## src/rtl/ahb_arbiter_pkg.sv

```systemverilog
// Shared AHB encodings and burst-length helper used by the arbiter and by
// the master/slave agents' sequence items.
package ahb_arb_pkg;

    typedef enum logic [1:0] {
        HTRANS_IDLE   = 2'b00,
        HTRANS_BUSY   = 2'b01,
        HTRANS_NONSEQ = 2'b10,
        HTRANS_SEQ    = 2'b11
    } htrans_e;

    typedef enum logic [2:0] {
        HBURST_SINGLE = 3'b000,
        HBURST_INCR   = 3'b001,
        HBURST_WRAP4  = 3'b010,
        HBURST_INCR4  = 3'b011,
        HBURST_WRAP8  = 3'b100,
        HBURST_INCR8  = 3'b101,
        HBURST_WRAP16 = 3'b110,
        HBURST_INCR16 = 3'b111
    } hburst_e;

    // Beats remaining after the NONSEQ; undefined-length INCR counts as one.
    function automatic logic [4:0] burst_beats(input logic [2:0] hburst);
        case (hburst)
            HBURST_WRAP4,  HBURST_INCR4:  burst_beats = 5'd3;
            HBURST_WRAP8,  HBURST_INCR8:  burst_beats = 5'd7;
            HBURST_WRAP16, HBURST_INCR16: burst_beats = 5'd15;
            default:                      burst_beats = 5'd0;
        endcase
    endfunction

endpackage

```

## src/rtl/ahb_arbiter_if.sv

```systemverilog
// Arbitration bus bundle: requester-side and arbiter-side views.
interface ahb_arbiter_if #(
    parameter int unsigned NUM_MASTERS = 4,
    parameter int unsigned MIDX_W      = $clog2(NUM_MASTERS)
);
    logic [NUM_MASTERS-1:0] hbusreq;
    logic [NUM_MASTERS-1:0] hlock;
    logic [1:0]             htrans;
    logic [2:0]             hburst;
    logic                   hready;
    logic [NUM_MASTERS-1:0] hgrant;
    logic [MIDX_W-1:0]      hmaster;
    logic                   hmastlock;

    modport master (
        output hbusreq, hlock, htrans, hburst, hready,
        input  hgrant, hmaster, hmastlock
    );

    modport slave (
        input  hbusreq, hlock, htrans, hburst, hready,
        output hgrant, hmaster, hmastlock
    );
endinterface

```

## src/rtl/ahb_rr_picker.sv

```systemverilog
// Combinational round-robin search: first asserted request at or after i_ptr.
module ahb_rr_picker #(
    parameter int unsigned NUM_MASTERS = 4,
    parameter int unsigned MIDX_W      = $clog2(NUM_MASTERS)
) (
    input  logic [NUM_MASTERS-1:0] i_req,
    input  logic [MIDX_W-1:0]      i_ptr,
    output logic [MIDX_W-1:0]      o_idx,
    output logic                   o_valid
);

    logic [MIDX_W-1:0] w_cand;

    always_comb begin
        o_valid = 1'b0;
        o_idx   = '0;
        w_cand  = '0;
        for (int unsigned k = 0; k < NUM_MASTERS; k++) begin
            w_cand = MIDX_W'((32'(i_ptr) + k) % NUM_MASTERS);
            if (!o_valid && i_req[w_cand]) begin
                o_valid = 1'b1;
                o_idx   = w_cand;
            end
        end
    end

endmodule

```

## src/rtl/ahb_arbiter.sv

```systemverilog
// Burst-aware round-robin AHB arbiter with locked-sequence hold and
// registered grant / address-phase owner outputs.
module ahb_arbiter
    import ahb_arb_pkg::*;
#(
    parameter int unsigned NUM_MASTERS = 4,
    parameter int unsigned MIDX_W      = $clog2(NUM_MASTERS)
) (
    input  logic          hclk,
    input  logic          hrst,
    ahb_arbiter_if.slave  bus
);

    logic [4:0]             r_cnt;
    logic [MIDX_W-1:0]      r_rr_ptr;
    logic                   r_locked_hold;
    logic [NUM_MASTERS-1:0] r_grant;
    logic [MIDX_W-1:0]      r_hmaster;
    logic                   r_hmastlock;

    logic                   w_acc_ns;
    logic                   w_acc_seq;
    logic [4:0]             w_cnt_next;
    logic                   w_last;
    logic                   w_arb_pt;
    logic                   w_keep;
    logic                   w_rearb;
    logic [MIDX_W-1:0]      w_gidx;
    logic [MIDX_W-1:0]      w_win;
    logic                   w_valid;
    logic [MIDX_W-1:0]      w_ptr_next;
    logic [NUM_MASTERS-1:0] w_grant_next;

    ahb_rr_picker #(
        .NUM_MASTERS (NUM_MASTERS),
        .MIDX_W      (MIDX_W)
    ) u_picker (
        .i_req   (bus.hbusreq),
        .i_ptr   (r_rr_ptr),
        .o_idx   (w_win),
        .o_valid (w_valid)
    );

    always_comb begin
        w_gidx = '0;
        for (int unsigned k = 0; k < NUM_MASTERS; k++) begin
            if (r_grant[k]) w_gidx = MIDX_W'(k);
        end
    end

    always_comb begin
        w_acc_ns  = bus.hready && (bus.htrans == HTRANS_NONSEQ);
        w_acc_seq = bus.hready && (bus.htrans == HTRANS_SEQ);

        w_cnt_next = r_cnt;
        if (w_acc_ns)                        w_cnt_next = burst_beats(bus.hburst);
        else if (w_acc_seq && r_cnt != '0)   w_cnt_next = r_cnt - 5'd1;

        w_last   = (w_acc_ns || w_acc_seq) && (w_cnt_next == '0);
        w_arb_pt = bus.hready && ((bus.htrans == HTRANS_IDLE) || w_last ||
                   ((w_acc_ns || w_acc_seq) && (bus.hburst == HBURST_INCR)));

        // Entering a lock needs the owner to be requesting; once held, only hlock matters.
        w_keep  = r_locked_hold ? bus.hlock[w_gidx]
                                : (bus.hlock[w_gidx] && bus.hbusreq[w_gidx]);
        w_rearb = w_arb_pt && !w_keep;

        w_ptr_next   = (32'(w_win) == NUM_MASTERS - 1) ? '0 : w_win + MIDX_W'(1);
        w_grant_next = NUM_MASTERS'(1);
        if (w_valid) w_grant_next = NUM_MASTERS'(1) << w_win;
    end

    always_ff @(posedge hclk) begin
        if (hrst) begin
            r_cnt         <= '0;
            r_rr_ptr      <= '0;
            r_locked_hold <= 1'b0;
            r_grant       <= NUM_MASTERS'(1);
            r_hmaster     <= '0;
            r_hmastlock   <= 1'b0;
        end else begin
            r_cnt <= w_cnt_next;
            if (w_arb_pt) r_locked_hold <= w_keep;
            if (w_rearb) begin
                r_grant <= w_grant_next;
                if (w_valid) r_rr_ptr <= w_ptr_next;
            end
            if (bus.hready) begin
                r_hmaster   <= w_gidx;
                r_hmastlock <= bus.hlock[w_gidx];
            end
        end
    end

    assign bus.hgrant    = r_grant;
    assign bus.hmaster   = r_hmaster;
    assign bus.hmastlock = r_hmastlock;

endmodule

```

## src/flat_wrapper.sv

```systemverilog
// flat-port wrapper written by rule: the top's interface ports become plain ports
module ahb_arbiter_flat import ahb_arb_pkg::*;
#(
    parameter int unsigned NUM_MASTERS = 4,
    parameter int unsigned MIDX_W      = $clog2(NUM_MASTERS)
)
  (hclk, hrst, bus_hbusreq, bus_hlock, bus_htrans, bus_hburst, bus_hready, bus_hgrant, bus_hmaster, bus_hmastlock);
  ahb_arbiter_if #(.NUM_MASTERS(NUM_MASTERS), .MIDX_W(MIDX_W)) bus_i ();
  input  logic hclk;
  input  logic hrst;
  input wire logic [$bits(bus_i.hbusreq)-1:0] bus_hbusreq;
  input wire logic [$bits(bus_i.hlock)-1:0] bus_hlock;
  input wire logic [$bits(bus_i.htrans)-1:0] bus_htrans;
  input wire logic [$bits(bus_i.hburst)-1:0] bus_hburst;
  input wire logic [$bits(bus_i.hready)-1:0] bus_hready;
  output wire logic [$bits(bus_i.hgrant)-1:0] bus_hgrant;
  output wire logic [$bits(bus_i.hmaster)-1:0] bus_hmaster;
  output wire logic [$bits(bus_i.hmastlock)-1:0] bus_hmastlock;
  assign bus_i.hbusreq = bus_hbusreq;
  assign bus_i.hlock = bus_hlock;
  assign bus_i.htrans = bus_htrans;
  assign bus_i.hburst = bus_hburst;
  assign bus_i.hready = bus_hready;
  assign bus_hgrant = bus_i.hgrant;
  assign bus_hmaster = bus_i.hmaster;
  assign bus_hmastlock = bus_i.hmastlock;
  ahb_arbiter #(.NUM_MASTERS(NUM_MASTERS), .MIDX_W(MIDX_W)) u_core (.hclk(hclk), .hrst(hrst), .bus(bus_i));
endmodule
```

## config.mk

```make
export PLATFORM = sky130hd
export DESIGN_NAME = ahb_arbiter_flat
export DESIGN_NICKNAME = d
export VERILOG_FILES = /design/src/rtl/ahb_arbiter_pkg.sv /design/src/rtl/ahb_arbiter_if.sv /design/src/rtl/ahb_rr_picker.sv /design/src/rtl/ahb_arbiter.sv /design/src/flat_wrapper.sv
export SDC_FILE = /design/constraint.sdc
export NUM_CORES = 1
export LEC_CHECK = 0
export ABC_AREA = 1
export CORE_ASPECT_RATIO = 1.1
export CORE_MARGIN = 3
export CORE_UTILIZATION = 50
export CTS_CLUSTER_SIZE = 10
export DETAILED_ROUTE_END_ITERATION = 10
export PLACE_DENSITY = 0.78
export SYNTH_ARGS = -nofsm -noshare
export SYNTH_HDL_FRONTEND = slang
export SYNTH_SLANG_ARGS = --single-unit
```

## constraint.sdc

```tcl
create_clock -name hclk -period 5 [get_ports hclk]
set_clock_uncertainty 0.05 [all_clocks]
set_input_delay 1 -clock hclk [delete_from_list [all_inputs] [get_ports hclk]]
set_output_delay 1 -clock hclk [all_outputs]
set_load 0.05 [all_outputs]
```

Word-level counts from Yosys, hierarchy flattened
Index checks and enable logic that the tools add are counted.
{"block": "word_totals", "out_inout_bits": 7, "reg_bits": 15}
{"block": "classes", "add_sub_neg": 5, "n_eq_ne": 10, "order_cmp": 5, "shift": 1, "mux": 29, "n_reduce_logical": 25}
{"cell": "< comparator 2 x 3 -> 1 bit, second input constant", "count": 5}
{"cell": "two-way mux 2 bit", "count": 7}
{"cell": "binary-select mux 1 bit (select 2 bit)", "count": 6}
{"cell": "equality test 3 bit, second input constant", "count": 4}
{"cell": "two-way mux 1 bit", "count": 12}
{"cell": "case mux 4 bit (3 select lines)", "count": 1}
{"cell": "logical AND 1 bit", "count": 11}
{"cell": "two-way mux 5 bit", "count": 2}
{"cell": "equality test 2 bit, second input constant", "count": 3}
{"cell": "equality test 3 x 2 -> 1 bit, second input constant", "count": 2}
{"cell": "OR reduction 2 bit", "count": 3}
{"cell": "logical NOT 5 bit", "count": 1}
{"cell": "nonzero test 5 bit", "count": 1}
{"cell": "subtractor 5 x 1 -> 5 bit, second input constant", "count": 1}
{"cell": "adder 2 x 1 -> 2 bit, second input constant", "count": 2}
{"cell": "adder 2 bit, second input constant", "count": 2}
{"cell": "logical NOT 1 bit", "count": 4}
{"cell": "two-way mux 4 bit", "count": 1}
{"cell": "<< shifter 1 x 2 -> 4 bit, first input constant", "count": 1}
{"cell": "equality test 3 x 1 -> 1 bit, second input constant", "count": 1}
{"cell": "logical OR 1 bit", "count": 3}
{"cell": "logical NOT 2 bit", "count": 1}
{"cell": "AND reduction 2 bit", "count": 1}

Depth between registers and ports, before layout
Gate-level depths: netlist of run 1.
{"block": "depth", "word_depth": 14, "ltp_mapped": 16, "depth_no_buf": 16}

By module
Synthesis of run 1 repeated with hierarchy kept, for this count alone.
{"block": "hier_totals", "cells_unflattened": 192, "area_unflattened_um2": 1233.7}
{"module": "ahb_arbiter", "seq_area_each_um2": 300.3, "cells_each": 133, "area_each_um2": 914.6, "n_inst": 1}
{"module": "ahb_rr_picker", "seq_area_each_um2": 0.0, "cells_each": 59, "area_each_um2": 319.1, "n_inst": 1}

Worst setup path before layout of run 1
No wires, ideal clock.
{"block": "synth_path", "path_type": "input port to flip-flop", "from": "input bus_hbusreq[0]", "to": "register u_core.r_rr_ptr[1]", "t_arrival_ps": 2415, "n_path_buf": 0, "path_slack_ps": 2421, "path_stages": 12, "required_ps": 4836, "path_cell_list": "or2_1 o21ai_0 nand2_1 nand2_1 nand2_1 nor2_1 o21ai_1 o21ai_1 inv_1 ha_1 nor2_1 nor2_1"}
{"block": "synth_via", "elab_chain_cells": 14, "elab_cells_between_ends": 32, "classes_between": "add/sub: 1; eq/ne: 1; mux: 20; reduce/logical: 10"}
{"item": "start, declared", "line": "flat_wrapper.sv:11", "rtl": "input wire logic [$bits(bus_i.hbusreq)-1:0] bus_hbusreq;"}
{"item": "binary-select mux 1 bit (select 2 bit)", "line": "ahb_rr_picker.sv:20", "rtl": "if (!o_valid && i_req[w_cand]) begin"}
{"item": "two-way mux 1 bit (not written as such)", "line": "ahb_rr_picker.sv:20"}
{"item": "two-way mux 1 bit", "line": "ahb_rr_picker.sv:20"}
{"item": "logical NOT 1 bit", "line": "ahb_rr_picker.sv:20"}
{"item": "logical AND 1 bit", "line": "ahb_rr_picker.sv:20"}
{"item": "two-way mux 1 bit", "line": "ahb_rr_picker.sv:20"}
{"item": "logical NOT 1 bit", "line": "ahb_rr_picker.sv:20"}
{"item": "logical AND 1 bit", "line": "ahb_rr_picker.sv:20"}
{"item": "two-way mux 1 bit", "line": "ahb_rr_picker.sv:20"}
{"item": "logical NOT 1 bit", "line": "ahb_rr_picker.sv:20"}
{"item": "logical AND 1 bit", "line": "ahb_rr_picker.sv:20"}
{"item": "two-way mux 2 bit (*)", "line": "ahb_rr_picker.sv:20"}
{"item": "adder 2 x 1 -> 2 bit or equality test 2 bit (tied branches)", "line": "ahb_arbiter.sv:68", "rtl": "w_ptr_next = (32'(w_win) == NUM_MASTERS - 1) ? '0 : w_win + MIDX_W'(1);"}
{"item": "two-way mux 2 bit (*)", "line": "ahb_arbiter.sv:68"}
{"item": "named net u_core.w_ptr_next[1]", "line": "ahb_arbiter.sv:31", "rtl": "logic [MIDX_W-1:0] w_ptr_next;"}
{"item": "end signal, assigned", "line": "ahb_arbiter.sv:86", "rtl": "if (w_valid) r_rr_ptr <= w_ptr_next;"}
{"item": "end, declared", "line": "ahb_arbiter.sv:15", "rtl": "logic [MIDX_W-1:0] r_rr_ptr;"}
The timed path passes the listed nets; every way through them passes the cells marked *. The select of a mux whose other input is x is not followed.
A chain may end at the register's enable or synchronous reset.

Final worst setup path of run 1
{"block": "layout_path", "from": "input bus_hbusreq[1]", "to": "register u_core.r_rr_ptr[1]"}
The elaborated chain is that of the path after synthesis.

==> results.ini, run 1 <==
[clocking]
clock_latency_ns=0.28
clockBufferDepth=2
cts_tree=yes
cts_setup_buffers=0
cts_max_level=1
clock-root-buffer=clkbuf_4
postCtsResizedCells=0
clk_pin_slew_ns=0.09
clkSinkCount=15
cts-hold-fix-buffers=0
numCtsBuffers=3

[timing]
setup_viol=0
layout_worst_path_cycle_share_pct=57.61
worst_slack_ns=2.120
hold_viol=0
max_freq_ghz=0.3472
relSlewSlack_pct=66.06
period_minus_slack_ns=2.880
tns_ns=0
rsz0062_at_grt=false
whs_ns=0.4168
final_max_slew_viol_count=0
worst_pin_slew_ns=0.5075

[route]
vias_per_cell=4.888
drtAntennaViolNets=0
wire_per_inst_um=10.34
dr.first_iter.drc_count=25
dr.pass1.iters=4
vias=1095
detail_route.wirelength_um=2316
drc=0

[die]
initial_utilization_pct=53.12
ios=23
coreArea_sq_um=2042
die_w_um=50.41
rows=17
dieArea_sq_um=2765
chipHeight_um=54.85

[finish]
area_delta_synth_final_pct=25.03
final_nets=218
diodes=0
fin_cells=224
layout-drive-gt1-share_pct=9.694

[run]
max_cap_violations=0

[placed_design]
port_buffers=22
gp_congestion=0.8185
dp_hpwl_um=1961
placedCellCount=220
pre_cts_ws_ns=1.781

[synthesis]
synth_top_cell_by_area=dfxtp_1
async_reset_ff_share_pct=0
synth.mux.area_fraction_pct=0
synth_top_area_share_pct=27.68
synth-adder-area-share_pct=5.767
synth_top_family_by_area=simple AND/OR/NAND/NOR gates
synth_area_sq_um=1085
synth_most_common_cell=nand2_1
yosysSeqAreaShare_pct=27.68
synth_commonest_cells=49 x nand2_1, 24 x nor2_1, 21 x inv_1
synth_edf_count=0
ys_types=30
synth_ff_type=dfxtp_1
synthXorXnorAreaFrac_pct=1.615
avgSynthCellArea_sq_um=6.307
synthSimpleGateAreaFrac_pct=37.95
ys_ff_latch=15
syn_nets=193
synth_area_leaders=dfxtp_1 28%, nand2_1 17%, nor2_1 8.3%, inv_1 7.3%, ha_1 5.8%
postSynthCellCount=172
yosysWarnings=0
synth_compound_area_share_pct=17.65

[critical_path]
critPathMaxFanout=3
reg2regPathDepth=13
crit_buf_inv=4
crit_start=bus_hbusreq[1]
r2r_setup_slack_ns=2.77
cp_slowest_cell=clkdlybuf4s50_1
cp_top_family=buffers and inverters
max_stage_delay_ns=0.47
timing.rr.start=u_core.r_rr_ptr[0]$_SDFFE_PP0P_
cp-endpoint=u_core.r_rr_ptr[1]$_SDFFE_PP0P_
rr_endpoint=u_core.r_rr_ptr[1]$_SDFFE_PP0P_
crit_chain=clkdlybuf4s50_1 -> inv_1 -> o21ai_0 -> nand2_1 -> nand2_1 -> inv_1 -> nand2_1 -> nor2_1 -> o21ai_1 -> o2111ai_1 -> o21ai_1 -> inv_1 -> ha_1 -> nor2_1 -> nor2_1
worstSetupStartpointType=input port
critPathKind=input port to flop
crit_arrival_ns=3.02
crit_cells=15
crit_required_ns=5.14
end_kind=flop

[power]
p_comb_share_pct=42.4
power_mw=0.3568
seq_power_share_pct=37.9
peakVddDrop_uv=147.3
power.internal_mw=0.2153
p_leak_nw=0.6608
cellPowerDensity_nw_per_um2=263.1
switching_share_pct=39.66
p_clk_share_pct=19.7
power_switching_mw=0.1415

[grt]
grtUsageTotal_pct=17.85
grt_pass1_vias=971
grt_remaining_overflow=0
grt_antenna_before_repair=0
grt_max_degree=12
grt_pass1_wl_um=3829

[worst_hold_path]
hp-class=flop to flop

[run_status]
status=finished clean

==> sequential cells by signal (all words and copies together) (netlist names) <==
signal / count
u_core.bus.hmaster: 2
u_core.r_locked_hold: 1
u_core.r_rr_ptr: 2
u_core.r_cnt: 5
u_core.bus.hmastlock: 1
u_core.bus.hgrant: 4
==> worst min-delay path by stage <==
stage                                   endpoint  slack (ns)                              start  cells after the start
2_1_floorplan  u_core.r_locked_hold$_SDFFE_PP0P_        0.41  u_core.r_locked_hold$_SDFFE_PP0P_                      2
3_3_place_gp   u_core.bus.hgrant[0]$_SDFFE_PP1P_        0.40  u_core.bus.hgrant[0]$_SDFFE_PP1P_                      2
3_5_place_dp   u_core.bus.hgrant[0]$_SDFFE_PP1P_        0.40  u_core.bus.hgrant[0]$_SDFFE_PP1P_                      2
4_1_cts        u_core.bus.hgrant[0]$_SDFFE_PP1P_        0.42  u_core.bus.hgrant[0]$_SDFFE_PP1P_                      2
5_1_grt        u_core.bus.hgrant[0]$_SDFFE_PP1P_        0.47  u_core.bus.hgrant[0]$_SDFFE_PP1P_                      2
6_report       u_core.bus.hgrant[0]$_SDFFE_PP1P_        0.42  u_core.bus.hgrant[0]$_SDFFE_PP1P_                      2
==> routing by layer <==
| metal | part of all wire, % | GRT usage (%) | vias to the layer above |
|---|---|---|---|
| li1 | - | - | 600 |
| met5 | 0 | 0 | - |
| met2 | 52 | 33.91 | 19 |
| met4 | 0.60 | 6.726 | 0 |
| met3 | 4.1 | 3.270 | 2 |
| met1 | 43 | 19.97 | 474 |
==> per-stage QoR <==
| stage | instance area, sq um | utilization (%) |
|---|---|---|
| 6_report | 1356 | 66.42 |
| 5_1_grt | 1356 | 66.42 |
| 4_1_cts | 1356 | 66.42 |
| 3_5_place_dp | 1329 | 65.07 |
| 3_3_place_gp | 1329 | 65.07 |
| 2_1_floorplan | 1085 | - |
==> kinds of logic after synthesis <==
group	count (synthesis)
buf+inv	26
simple gates	93
fa+ha+maj	5
compound gates	31
flops	15
xor+xnor	2
==> area by class of cell <==
| type | count | area [sq um] |
|---|---|---|
| clock buffer | 3 | 22.52 |
| clock inverter | 1 | 5.005 |
| fill | 185 | 685.7 |
| inverter | 24 | 90.09 |
| multi-input combinational | 131 | 683.2 |
| sequential | 15 | 300.3 |
| tap | 28 | 35.03 |
| timing repair buffer | 22 | 220.2 |
==> tightest hold or removal path, stage by stage (launching register included) <==
cell	delay, ns
dfxtp_1	0.34
nand2_1	0.05
nand3_1	0.05
==> power groups by stage <==
stage | clock network (mW) | registers, mW | logic, mW
2_1_floorplan | 0 | 0.151 | 0.0987
3_3_place_gp | 0 | 0.138 | 0.149
3_5_place_dp | 0 | 0.138 | 0.152
4_1_cts | 0.0735 | 0.135 | 0.153
5_1_grt | 0.0774 | 0.137 | 0.176
6_report | 0.0702 | 0.135 | 0.151
==> layout by cell type (no fill, tap or decap), types with 2 or more instances in the layout <==
cell type | Yosys | layout
a21oi_2 | 2 | 2
clkbuf_4 | 0 | 3
o21ai_0 | 9 | 9
nand3_2 | 3 | 3
nand2_2 | 2 | 2
a21oi_1 | 6 | 6
nand2_1 | 49 | 49
o21ai_1 | 7 | 7
nand3_1 | 9 | 9
ha_1 | 5 | 5
dfxtp_1 | 15 | 15
clkdlybuf4s50_1 | 0 | 22
inv_1 | 21 | 21
nor2_1 | 24 | 24
inv_2 | 2 | 2
o211ai_1 | 2 | 2
No activity file was read; power rests on OpenSTA's default activity.
==> inputs of run 2 (changes only) <==
==> constraint.sdc (replaced) <==
create_clock -name hclk -period 2.77 [get_ports hclk]
set_clock_uncertainty 0.05 [all_clocks]
set_input_delay 0.554 -clock hclk [delete_from_list [all_inputs] [get_ports hclk]]
set_output_delay 0.554 -clock hclk [all_outputs]
set_load 0.05 [all_outputs]
==> results.ini, run 2 (same netlist as run 1, synthesis figures left out) <==
[run_status]
status=finished clean

[die]
initial_utilization_pct=53.12  ; unchanged
ios=23  ; unchanged
coreArea_sq_um=2042  ; unchanged
die_w_um=50.41  ; unchanged
dieArea_sq_um=2765  ; unchanged
rows=17  ; unchanged
chipHeight_um=54.85  ; unchanged

[power]
power.internal_mw=0.3922  ; +82%
peakVddDrop_uv=359.5  ; +140%
cellPowerDensity_nw_per_um2=479.6  ; +82%
p_comb_share_pct=42.7  ; +0.3 points
seq_power_share_pct=37.4  ; -0.5 points
power_switching_mw=0.2613  ; +85%
p_clk_share_pct=19.9  ; +0.2 points
switching_share_pct=39.99  ; +0.33 points
p_leak_nw=0.6629  ; +0.31%

[critical_path]
crit_arrival_ns=2.69  ; -0.33 ns
worstSetupStartpointType=input port
max_stage_delay_ns=0.47  ; about the same
crit_chain=clkdlybuf4s50_1 -> inv_1 -> o21ai_0 -> nand2_1 -> nand2_1 -> inv_1 -> nand2_1 -> nor2_1 -> o21ai_1 -> o2111ai_1 -> o21ai_1 -> inv_1 -> ha_1 -> nor2_1 -> nor2_1
critPathKind=input port to flop
crit_required_ns=2.91  ; -2.23 ns
end_kind=flop
crit_buf_inv=4  ; unchanged
crit_cells=15  ; unchanged
reg2regPathDepth=14  ; +1
cp_slowest_cell=clkdlybuf4s50_1
critPathMaxFanout=3  ; unchanged
cp_top_family=buffers and inverters

[placed_design]
dp_hpwl_um=1991  ; +1.5%
pre_cts_ws_ns=-0.07472  ; -1.855 ns
placedCellCount=221  ; +0.45%
port_buffers=22  ; unchanged
gp_congestion=0.8171  ; -0.17%

[run]
max_cap_violations=0  ; unchanged

[grt]
grt_antenna_before_repair=0  ; unchanged
use_met1_pct=20.16  ; +0.20 points
met3_usage_pct=3.815  ; +0.54 points
grt_pass1_wl_um=3898  ; +1.8%
grt_pass1_vias=964  ; -0.72%
grt_remaining_overflow=0  ; unchanged
grt_max_degree=12  ; unchanged
grtUsageTotal_pct=18.74  ; +0.89 points
busiest_layer=met2
met2_usage_pct=35.87  ; +2.0 points

[timing]
period_minus_slack_ns=2.549
rsz0062_at_grt=false
final_max_slew_viol_count=0  ; unchanged
relSlewSlack_pct=65.73  ; -0.34 points
max_freq_ghz=0.3923
setup_viol=0  ; unchanged
layout_worst_path_cycle_share_pct=92.03
hold_viol=0  ; unchanged
worst_slack_ns=0.2209  ; -1.899 ns
worst_pin_slew_ns=0.5125  ; +0.005011 ns

[clocking]
clk_pin_slew_ns=0.09  ; about the same
cts_tree=yes
cts_setup_buffers=0  ; unchanged
clock_latency_ns=0.29  ; about the same
clkSinkCount=15  ; unchanged
clock-root-buffer=clkbuf_4
numCtsBuffers=3  ; unchanged
clockBufferDepth=2  ; unchanged
cts-hold-fix-buffers=0  ; unchanged
cts_max_level=1  ; unchanged
postCtsResizedCells=0  ; unchanged

[route]
dr.pass1.iters=4  ; unchanged
detail_route.wirelength_um=2426  ; +4.7%
vias_per_cell=4.907  ; +0.37%
wire_per_inst_um=10.78  ; +4.3%
dr.first_iter.drc_count=19  ; -24%
drtAntennaViolNets=0  ; unchanged
drc=0  ; unchanged
vias=1104  ; +0.82%

[finish]
final_nets=219  ; +0.46%
final_cell_mix=49 x nand2_1, 24 x nor2_1, 22 x clkdlybuf4s50_1
layout-drive-gt1-share_pct=9.645  ; -0.049 points
regMostFlops=u_core.r_cnt
area_delta_synth_final_pct=25.61
fin_cells=225  ; +0.45%
largest_reg_flops=5  ; unchanged
diodes=0  ; unchanged
final_common_cell=nand2_1

[worst_hold_path]
hp-class=flop to flop
hold_depth=2  ; unchanged

run 2: cell types whose count changed in the layout (fill, tap and decap cells not counted):
cell / delta
buf_4: +1
clkbuf_1: +1
clkinv_2: -1
run 2: through the flow:
stage | hold slack, ns | power, mW | util, % | setup TNS [ns] | area (sq um)
floorplan | 0.4055 | 0.4511 | - | 0 | 1085
global placement | 0.3990 | 0.5195 | 65.44 | 0 | 1336
detailed placement | 0.4026 | 0.5293 | 65.44 | -0.07472 | 1336
CTS | 0.4353 | 0.6565 | 66.73 | 0 | 1363
global route | 0.4638 | 0.7011 | 66.73 | 0 | 1363
finish | 0.4357 | 0.6535 | 66.73 | 0 | 1363
run 2: path summary, 6_finish.rpt:
| path | slack (ns) | start | endpoint |
|---|---|---|---|
| worst min register to register | 0.44 | u_core.bus.hgrant[0]$_SDFFE_PP1P_ | u_core.bus.hgrant[0]$_SDFFE_PP1P_ |
| worst min-delay path | 0.44 | u_core.bus.hgrant[0]$_SDFFE_PP1P_ | u_core.bus.hgrant[0]$_SDFFE_PP1P_ |
| worst max register to register | 0.46 | u_core.r_rr_ptr[0]$_SDFFE_PP0P_ | u_core.r_rr_ptr[1]$_SDFFE_PP0P_ |
| worst max-delay path | 0.22 | bus_hbusreq[1] | u_core.r_rr_ptr[1]$_SDFFE_PP0P_ |
run 2: tightest hold or removal path: stages (launching register included):
cell	delay [ns]
dfxtp_1	0.34
nand2_1	0.06
nand3_1	0.06
run 2: power by group through the flow:
stage | logic (mW) | clock network (mW) | registers [mW]
after floorplan | 0.178 | 0 | 0.273
after global placement | 0.271 | 0 | 0.249
after detailed placement | 0.280 | 0 | 0.249
after CTS | 0.282 | 0.131 | 0.244
after global routing | 0.318 | 0.136 | 0.246
final | 0.279 | 0.130 | 0.244
run 2: metal layers:
| layer | vias up | routed length [um] |
|---|---|---|
| li1 | 598 | - |
| met1 | 485 | 1064 |
| met2 | 16 | 1228 |
| met3 | 5 | 92 |
| met4 | 0 | 40 |
| met5 | - | 0 |
run 2: final cells by class:
class                   instances  area [sq um]
well taps                      28         35.03
fillers                       200         679.4
clock buffers                   4         26.28
inverters                      24         90.09
repair buffers                 23         227.7
multi-input cells             131         683.2
flip-flops and latches         15         300.3
==> RTL edit (config.mk and constraints of run 1) <==
`NUM_MASTERS` is set to 4 in 4 places; all go to 2.
--- a/src/rtl/ahb_arbiter_if.sv
+++ b/src/rtl/ahb_arbiter_if.sv
@@ -2,3 +2,3 @@
 interface ahb_arbiter_if #(
-    parameter int unsigned NUM_MASTERS = 4,
+    parameter int unsigned NUM_MASTERS = 2,
     parameter int unsigned MIDX_W      = $clog2(NUM_MASTERS)
--- a/src/rtl/ahb_rr_picker.sv
+++ b/src/rtl/ahb_rr_picker.sv
@@ -2,3 +2,3 @@
 module ahb_rr_picker #(
-    parameter int unsigned NUM_MASTERS = 4,
+    parameter int unsigned NUM_MASTERS = 2,
     parameter int unsigned MIDX_W      = $clog2(NUM_MASTERS)
--- a/src/rtl/ahb_arbiter.sv
+++ b/src/rtl/ahb_arbiter.sv
@@ -5,3 +5,3 @@
 #(
-    parameter int unsigned NUM_MASTERS = 4,
+    parameter int unsigned NUM_MASTERS = 2,
     parameter int unsigned MIDX_W      = $clog2(NUM_MASTERS)
--- a/src/flat_wrapper.sv
+++ b/src/flat_wrapper.sv
@@ -3,3 +3,3 @@
 #(
-    parameter int unsigned NUM_MASTERS = 4,
+    parameter int unsigned NUM_MASTERS = 2,
     parameter int unsigned MIDX_W      = $clog2(NUM_MASTERS)
Ports: changed (resized bus_hbusreq, bus_hgrant, bus_hlock and bus_hmaster); port bits go from 23 to 16. No check against the original RTL was run, so the function may have changed too.
==> RTL edit against run 1 <==
  * Area after synthesis decreased by 29%
  * Wire length decreased by 36%
  * Sequential cell count decreased by 4
  * Cell area decreased by 31%
  * Total power decreased by 37%
  * Setup slack improved by 0.12 ns
  * Die area decreased by 26%
  * Sequential share of layout area increased by 1.3 points
  * Critical endpoint is now u_core.bus.hgrant[0]
==> RTL edit: results (changes against run 1) <==
[synth]
synthTopCellsByCount=nand2_1, inv_1, dfxtp_1, a21oi_1, nand2_2  ; was nand2_1, nor2_1, inv_1, dfxtp_1
synth.yosys.seq_area_share_pct=28.8  ; was 27.7%
yosysUniqueCellTypes=28  ; was 30
ys_warn_count=0  ; unchanged
synthFlopType=dfxtp_1  ; unchanged
synthesis.nets=115  ; was 193
ys_top_cells_by_area=dfxtp_1, nand2_1, nand3_2, inv_1, nand2_2  ; was dfxtp_1, nand2_1, nor2_1, inv_1, ha_1

[grt]
grt_max_degree=10  ; was 12
track_usage_pct=16.3  ; was 17.8%
grt_pass1_vias=623  ; was 971
grt_pass1_wl_um=2440  ; was 3830 um

[worst_setup_path]
regToRegStartpoint=u_core.r_cnt[0]  ; was u_core.r_rr_ptr[0]
crit_fanout=9  ; was 3
r2r_end=u_core.bus.hgrant[0]  ; was u_core.r_rr_ptr[1]
cp.arrival_ns=2.87  ; was 3.02 ns
r2r_slack_ns=3.13  ; was 2.77 ns
crit_path_start=bus_hready  ; was bus_hbusreq[1]

[routing]
wl_per_cell_um=11.0  ; was 10.3 um
drtIter0Drc=14  ; was 25
drt-vias-per-instance=5.05  ; was 4.89

[cts]
cts.reportedPaths.clkPinSlew_ns=0.08
htree_num_levels=1  ; unchanged

[final_layout]
num_antenna_cells=0  ; unchanged
largest_reg_flops=5  ; unchanged
fin_nets=132  ; was 218
layout-drive-gt1-share_pct=28.0  ; was 9.69%

[timing]
slew_headroom_pct=66.6  ; was 66.1%

[placement]
portBuffers=15  ; was 22
place_congestion=0.797  ; was 0.819
place_area_um2=913  ; was 0.00133 mm2
hpwl_um=1240  ; was 1960 um

[hold_path]
worstHoldEndpoint=u_core.r_cnt[4]  ; was u_core.bus.hgrant[0]
hold_path_class=register to register  ; unchanged
worst_hold_startpoint=u_core.r_cnt[4]  ; was u_core.bus.hgrant[0]

[outcome]
status=complete, no violations  ; unchanged

[pwr]
leakage_nw=0.447  ; was 0.661 nW
ir_worst_vdd_mv=0.159  ; was 0.147 mV

## RTL edit: area by class of cell
cell class                 count  area, um2
clock buffer                   3       22.5
sequential                    11        220
clock inverter                 1       5.00
tap                           16       20.0
inverter                      18       72.6
timing repair buffer          15        150
fill                         133        460
multi-input combinational     70        450
## RTL edit: worst max-delay path, cell delays in order
cell and delay (ns):
clkdlybuf4s50_1 0.73, nand2_4 0.15, nor2_8 0.14, nand2_2 0.09
nand2_2 0.06, nand2_2 0.04, nand2_2 0.06, nand3_2 0.06
nor2_2 0.10, nand2_2 0.07, nand2_4 0.08, nand3_2 0.09
nand2_1 0.11, nand3_2 0.08
## RTL edit: stage by stage
stage               cells  utilization (%)  power, mW  setup WS [ns]  hold WS, ns
floorplan             102                -      0.145           2.79        0.405
global route          134             67.1      0.236           2.12        0.460
CTS                   134             67.1      0.226           2.26        0.444
detailed placement    130             65.2      0.164           1.96        0.427
global placement      130             65.2      0.162           2.04        0.410
finish                134             67.1      0.224           2.24        0.443
## RTL edit: cells by family after synthesis
logic type	synth area share, %
compound gates	13.1
fa+ha+maj	1.63
buf+inv	12.4
flops	28.8
simple gates	44.1
## RTL edit: metal layers
metal,global-route usage [%],wire length [um]
met5,0,0
met4,9.04,25
met3,2.30,40
met2,33.6,816
met1,15.4,597
## RTL edit: power by group
group	leakage, nW	total, mW	switching (mW)	internal [mW]
sequential	0.0899	0.0952	0.00287	0.0924
combinational	0.339	0.0665	0.0394	0.0272
clock	0.0177	0.0618	0.0322	0.0296
